## src/rtl/pwm_pkg.sv

```systemverilog
// ---------------------------------------------------------------------------
// pwm_pkg
// Shared constants and helpers for the multi-channel PWM controller.
//   DEF_CH / DEF_WIDTH / DEF_PRESC_W : default channel count and widths
//   step_toward()    : saturating move of a value toward a target
//   apply_polarity() : optional output inversion for active-low drivers
// ---------------------------------------------------------------------------
package pwm_pkg;

    localparam int DEF_CH      = 3;
    localparam int DEF_WIDTH   = 8;
    localparam int DEF_PRESC_W = 8;

    // Moves cur toward tgt by at most step and never past tgt.
    // Operands are zero-extended WIDTH-bit values, so the 33-bit sum
    // cannot wrap for any supported WIDTH (<= 31).
    function automatic logic [31:0] step_toward(input logic [31:0] cur,
                                                input logic [31:0] tgt,
                                                input logic [31:0] step);
        logic [32:0] sum;
        sum = {1'b0, cur} + {1'b0, step};
        if (cur < tgt) begin
            return (sum > {1'b0, tgt}) ? tgt : sum[31:0];
        end else if (cur > tgt) begin
            return ((cur - tgt) > step) ? (cur - step) : tgt;
        end
        return tgt;
    endfunction

    function automatic logic apply_polarity(input logic level, input logic inv);
        return level ^ inv;
    endfunction

endpackage

```

## src/rtl/pwm_fade_ch.sv

```systemverilog
// ---------------------------------------------------------------------------
// pwm_fade_ch
// One PWM channel: shadow and active duty, optional fade ramp and the
// registered compare output.
// Ports:
//   clk, rst_n    : clock, asynchronous active-low reset
//   load          : capture duty_in into the shadow register
//   duty_in       : new duty target for this channel
//   wrap          : period boundary, the only moment duty_act may change
//   fade_en       : 1 = ramp duty_act toward shadow, 0 = jump
//   cnt           : shared period counter
//   pwm_out       : registered PWM output (polarity applied)
//   duty_pending  : active duty differs from its shadow
// ---------------------------------------------------------------------------
module pwm_fade_ch
    import pwm_pkg::*;
#(
    parameter int WIDTH     = DEF_WIDTH,
    parameter int FADE_STEP = 1,
    parameter bit OUT_INV   = 1'b0
) (
    input  logic             clk,
    input  logic             rst_n,
    input  logic             load,
    input  logic [WIDTH-1:0] duty_in,
    input  logic             wrap,
    input  logic             fade_en,
    input  logic [WIDTH-1:0] cnt,
    output logic             pwm_out,
    output logic             duty_pending
);

    logic [WIDTH-1:0] duty_sh;
    logic [WIDTH-1:0] duty_act;
    logic [WIDTH-1:0] duty_next;

    // Value duty_act takes at the next wrap.
    always_comb begin
        duty_next = duty_sh;
        if (fade_en) begin
            duty_next = WIDTH'(step_toward(32'(duty_act), 32'(duty_sh), 32'(FADE_STEP)));
        end
    end

    // A load coincident with wrap lands here only; duty_act still sees the
    // old shadow on that edge, so the new value waits one more period.
    always_ff @(posedge clk or negedge rst_n) begin
        if (!rst_n) begin
            duty_sh <= '0;
        end else if (load) begin
            duty_sh <= duty_in;
        end
    end

    always_ff @(posedge clk or negedge rst_n) begin
        if (!rst_n) begin
            duty_act <= '0;
        end else if (wrap) begin
            duty_act <= duty_next;
        end
    end

    // Plain unsigned compare: duty 0 is always low, duty above the period
    // is always high.
    always_ff @(posedge clk or negedge rst_n) begin
        if (!rst_n) begin
            pwm_out <= OUT_INV;
        end else begin
            pwm_out <= apply_polarity(cnt < duty_act, OUT_INV);
        end
    end

    assign duty_pending = (duty_act != duty_sh);

endmodule

```

## src/rtl/pwm_controller_multi.sv

```systemverilog
// ---------------------------------------------------------------------------
// pwm_controller_multi
// N-channel PWM generator with prescaler, programmable period and
// double-buffered period/duty updates applied at the period boundary.
// Ports:
//   clk, rst_n    : clock, asynchronous active-low reset
//   presc_div     : counter advances every presc_div+1 clk cycles (live)
//   period_in     : period length is period_in+1 counts
//   duty_in       : packed duties, channel k at [k*WIDTH +: WIDTH]
//   load          : strobe capturing period_in/duty_in into shadows
//   fade_en       : ramp active duties toward shadow instead of jumping
//   pwm_out       : PWM outputs, one per channel
//   period_start  : one-cycle pulse as the counter returns to 0
//   busy          : an update is still pending or a ramp is in progress
// ---------------------------------------------------------------------------
module pwm_controller_multi
    import pwm_pkg::*;
#(
    parameter int CH        = DEF_CH,
    parameter int WIDTH     = DEF_WIDTH,
    parameter int PRESC_W   = DEF_PRESC_W,
    parameter int FADE_STEP = 1,
    parameter bit OUT_INV   = 1'b0
) (
    input  logic                clk,
    input  logic                rst_n,
    input  logic [PRESC_W-1:0]  presc_div,
    input  logic [WIDTH-1:0]    period_in,
    input  logic [CH*WIDTH-1:0] duty_in,
    input  logic                load,
    input  logic                fade_en,
    output logic [CH-1:0]       pwm_out,
    output logic                period_start,
    output logic                busy
);

    logic [PRESC_W-1:0] presc_cnt;
    logic               tick;
    logic               wrap;
    logic [WIDTH-1:0]   cnt;
    logic [WIDTH-1:0]   period_sh;
    logic [WIDTH-1:0]   period_act;
    logic [CH-1:0]      duty_pending;

    assign tick = (presc_cnt == presc_div);
    assign wrap = tick && (cnt == period_act);

    // presc_div is used live; if it is lowered below presc_cnt the
    // prescaler simply restarts on the next cycle without a tick.
    always_ff @(posedge clk or negedge rst_n) begin
        if (!rst_n) begin
            presc_cnt <= '0;
        end else if (presc_cnt >= presc_div) begin
            presc_cnt <= '0;
        end else begin
            presc_cnt <= presc_cnt + 1'b1;
        end
    end

    always_ff @(posedge clk or negedge rst_n) begin
        if (!rst_n) begin
            cnt <= '0;
        end else if (tick) begin
            cnt <= wrap ? '0 : cnt + 1'b1;
        end
    end

    // The period only changes at wrap, when cnt is returning to 0, so a
    // shrinking period can never strand cnt above period_act.
    always_ff @(posedge clk or negedge rst_n) begin
        if (!rst_n) begin
            period_sh  <= '1;
            period_act <= '1;
        end else begin
            if (load) begin
                period_sh <= period_in;
            end
            if (wrap) begin
                period_act <= period_sh;
            end
        end
    end

    always_ff @(posedge clk or negedge rst_n) begin
        if (!rst_n) begin
            period_start <= 1'b0;
            busy         <= 1'b0;
        end else begin
            period_start <= wrap;
            busy         <= (period_act != period_sh) || (|duty_pending);
        end
    end

    for (genvar k = 0; k < CH; k++) begin : g_ch
        pwm_fade_ch #(
            .WIDTH     (WIDTH),
            .FADE_STEP (FADE_STEP),
            .OUT_INV   (OUT_INV)
        ) u_ch (
            .clk          (clk),
            .rst_n        (rst_n),
            .load         (load),
            .duty_in      (duty_in[k*WIDTH +: WIDTH]),
            .wrap         (wrap),
            .fade_en      (fade_en),
            .cnt          (cnt),
            .pwm_out      (pwm_out[k]),
            .duty_pending (duty_pending[k])
        );
    end

endmodule

```

## config.mk

```make
export PLATFORM = sky130hd
export DESIGN_NAME = pwm_controller_multi
export DESIGN_NICKNAME = d
export VERILOG_FILES = /design/src/rtl/pwm_pkg.sv /design/src/rtl/pwm_fade_ch.sv /design/src/rtl/pwm_controller_multi.sv
export SDC_FILE = /design/constraint.sdc
export NUM_CORES = 1
export LEC_CHECK = 0
export BUFFER_PORTS_ARGS = -buffer_cell sky130_fd_sc_hd__clkbuf_2
export CAP_MARGIN = 10
export CORE_MARGIN = 3
export CORE_UTILIZATION = 55
export CTS_BUF_LIST = sky130_fd_sc_hd__clkbuf_8
export CTS_CLUSTER_SIZE = 30
export DETAILED_ROUTE_END_ITERATION = 8
export GPL_ROUTABILITY_DRIVEN = 0
export PLACE_DENSITY = 0.71
export SLEW_MARGIN = 20
export SYNTH_ARGS = -nofsm -noshare
export SYNTH_HDL_FRONTEND = slang
export SYNTH_SLANG_ARGS = --single-unit
```

## constraint.sdc

```tcl
create_clock -name clk -period 3.72 [get_ports clk]
set_input_delay 0 -clock clk [delete_from_list [all_inputs] [get_ports clk]]
set_output_delay 0 -clock clk [all_outputs]
set_load 0.03 [all_outputs]
```

==> impl_metrics.toml <==
[detailed_routing]
routed_wl_mm = 18.2
first_pass_iters = 8
dr_total_vias = 6569
post-route-drc-count = 0
wl_per_cell_microns = 16.7
ant_nets = 0
viasPerCell = 6.02
drt_iter0_drc = 432

[worst_setup_path]
ff2ff_setup_slack_ps = 200
critPathKind = "flip-flop to flip-flop"
cp-start-kind = "flip-flop"
crit_required_ps = 4020
endpoint_kind = "flip-flop"
worstPathArrival_ps = 3810
crit_fanout = 6

[finish]
stdcell_count = 1091
most-common-layout-cells = "86 x nand2_1, 85 x ha_1, 70 x inv_1, 69 x dfrtp_1, 62 x nor2_1"
antenna_cells = 0
nets = 1046
nFillCells = 1106
area_growth_pct = 12.9
final_common_cell = "nand2_1"
layout-drive-gt1-share_pct = 12.4
final_area_sq_mm = 0.00813

[status]
status = "finished clean"

[power_and_ir_drop]
combinationalPowerShare_pct = 51.5
p_switching_mw = 1.96
p_seq_share_pct = 32.6
internal_power_mw = 2.44
p_clk_share_pct = 15.9
power_density_mw_per_mm2 = 540
vdd_ir_drop_max_mv = 0.303
p_leak_nw = 3.78
swShare_pct = 44.6

[placement]
dp_slack_ps = 162
dp.cells = 1042
io_buffer_count = 48
placed_cell_area_sq_mm = 0.00757
dp.final_hpwl_mm = 13.3

[logic_synthesis]
synth_edf_count = 0
synth-seq-cells = 85
ys_types = 77
yosysWarningCount = 0
async_flop_share_pct = 100
syn_inst = 846
synth-main-ff-cell = "dfrtp_1"
synth_fp_nets = 978
synth_seq_area_share_pct = 29.8
synth.cell_area_sq_mm = 0.00720
synth.avg_cell_area_sq_um = 8.51

[floorplan]
die_area_sq_mm = 0.0145
dieHeight_microns = 120
ioPinCount = 49
initial_core_util_pct = 56.6
die_w_microns = 120
core_area_sq_mm = 0.0127
rows = 41

[global_routing]
overflow = 0
grt_pass1_wl_mm = 30.5
antenna_found_initial = 1
grt_pass1_vias = 6357
grt_usage_pct = 25.8
grt_max_degree = 86

[cts]
htreeDepth = 3
clock_path_buffers = 2
cts_buffers = 9
clock_latency_ps = 390
cts_root_buf = "clkbuf_8"
clkTransAtPathRegs_ps = 90
clkSinkCount = 85
cts_tree = "yes"

[timing]
maxSlewHeadroom_pct = 31.1
finalCritPeriodShare_pct = 94.5
fin_worst_skew_ps = 19.2
maxSlewViolCount = 0
worst_slew_pin_slew_ps = 1030
final.setup.worst_slack_ps = 204
finalSetupViolations = 0
finalHoldViolCount = 0
fmax_ghz = 0.284
timing.final.crit_period_ps = 3520
setup_tns_ps = 0

[hold_path]
hp-class = "input port to async pin"

[run]
drv_cap = 0
[per-stage QoR]
stage / power (mW) / hold slack (ps) / util, %
2_1_floorplan: 3.08 / -296 / -
3_3_place_gp: 3.52 / 208 / 59.5
3_5_place_dp: 3.62 / 213 / 59.5
4_1_cts: 4.36 / 262 / 63.7
5_1_grt: 4.76 / 339 / 63.9
6_report: 4.39 / 254 / 63.9
[path summary, 6_finish.rpt]
check	cells past startpoint	from	to
min in group clk	6	presc_div[7]	presc_cnt[1]
worst max-delay path	12	g_ch[2].u_ch.duty_act[1]	g_ch[2].u_ch.duty_act[5]
worst min-delay path	2	rst_n	g_ch[1].u_ch.duty_sh[4]
max in group asynchronous	2	rst_n	cnt[2]
worst max register to register	12	g_ch[2].u_ch.duty_act[1]	g_ch[2].u_ch.duty_act[5]
worst min register to register	2	period_sh[6]	period_act[6]
[flip-flops by register name, summed over array words and instances (netlist names)]
signal,cells
period_act,8
g_ch.u_ch.duty_sh,24
g_ch.u_ch.duty_act,24
period_start,1
period_sh,8
g_ch.u_ch.pwm_out,3
busy,1
cnt,8
presc_cnt,8
[synth_stat cells, types with 21 or more instances]
cell	count	area (sq um)
nand2_1	86	323
ha_1	85	1060
inv_1	70	263
dfrtp_1	69	1730
nor2_1	62	233
xnor2_1	43	377
o21ai_0	40	200
nand3_1	38	190
a21oi_1	32	160
a21o_1	25	188
nor3_1	24	120
xor2_1	21	184
[cell families after synthesis]
family / count (synthesis) / synth area share (%)
buf+inv: 102 / 5.77
xor+xnor: 64 / 7.78
compound gates: 209 / 20.1
mux: 14 / 2.14
simple gates: 284 / 18.8
flops: 85 / 29.8
fa+ha+maj: 88 / 15.6
[what timing repair did]
item | 4_1_cts | 5_1_grt
endpoints found under the setup margin | 0 | 16
endpoints found under the hold margin | 101 | 0
buffers inserted | 0 | 0
hold buffers | 33 | 0
gates resized for setup | 0 | 7
[worst max-delay path, cell delays in order, from the launching register on]
cell and delay (ps):
dfrtp_1 500, ha_1 280, nand3_1 190, or3_1 450, xnor2_1 170, ha_1 200
a2111oi_1 340, a211oi_1 220, or3_1 480, o21ai_1 150, a31oi_1 50, mux2_2 270
a22oi_1 130
[layout make-up]
class	instances	area (sq um)	share of cell area, %
multi-input combinational	659	4660	57.3
sequential	85	2150	26.4
timing repair buffer	88	629	7.74
inverter	71	269	3.31
tap	172	215	2.65
clock buffer	9	124	1.52
clock inverter	7	85.1	1.05
[layer usage]
metal  vias to the layer above  part of all wire (%)  global-route usage (%)
li1                       3167                     -                       -
met1                      3121                    44                    33.3
met2                       233                    47                    43.5
met3                        46                   6.2                    5.29
met4                         2                   2.4                    8.14
met5                         -                 0.072                       0
[power groups by stage]
stage	registers (mW)	logic, mW	clock network [mW]
2_1_floorplan	1.33	1.75	0
3_3_place_gp	1.43	2.09	0
3_5_place_dp	1.44	2.18	0
4_1_cts	1.43	2.22	0.722
5_1_grt	1.46	2.53	0.765
6_report	1.43	2.26	0.697
(Power assumes the default switching activity.)
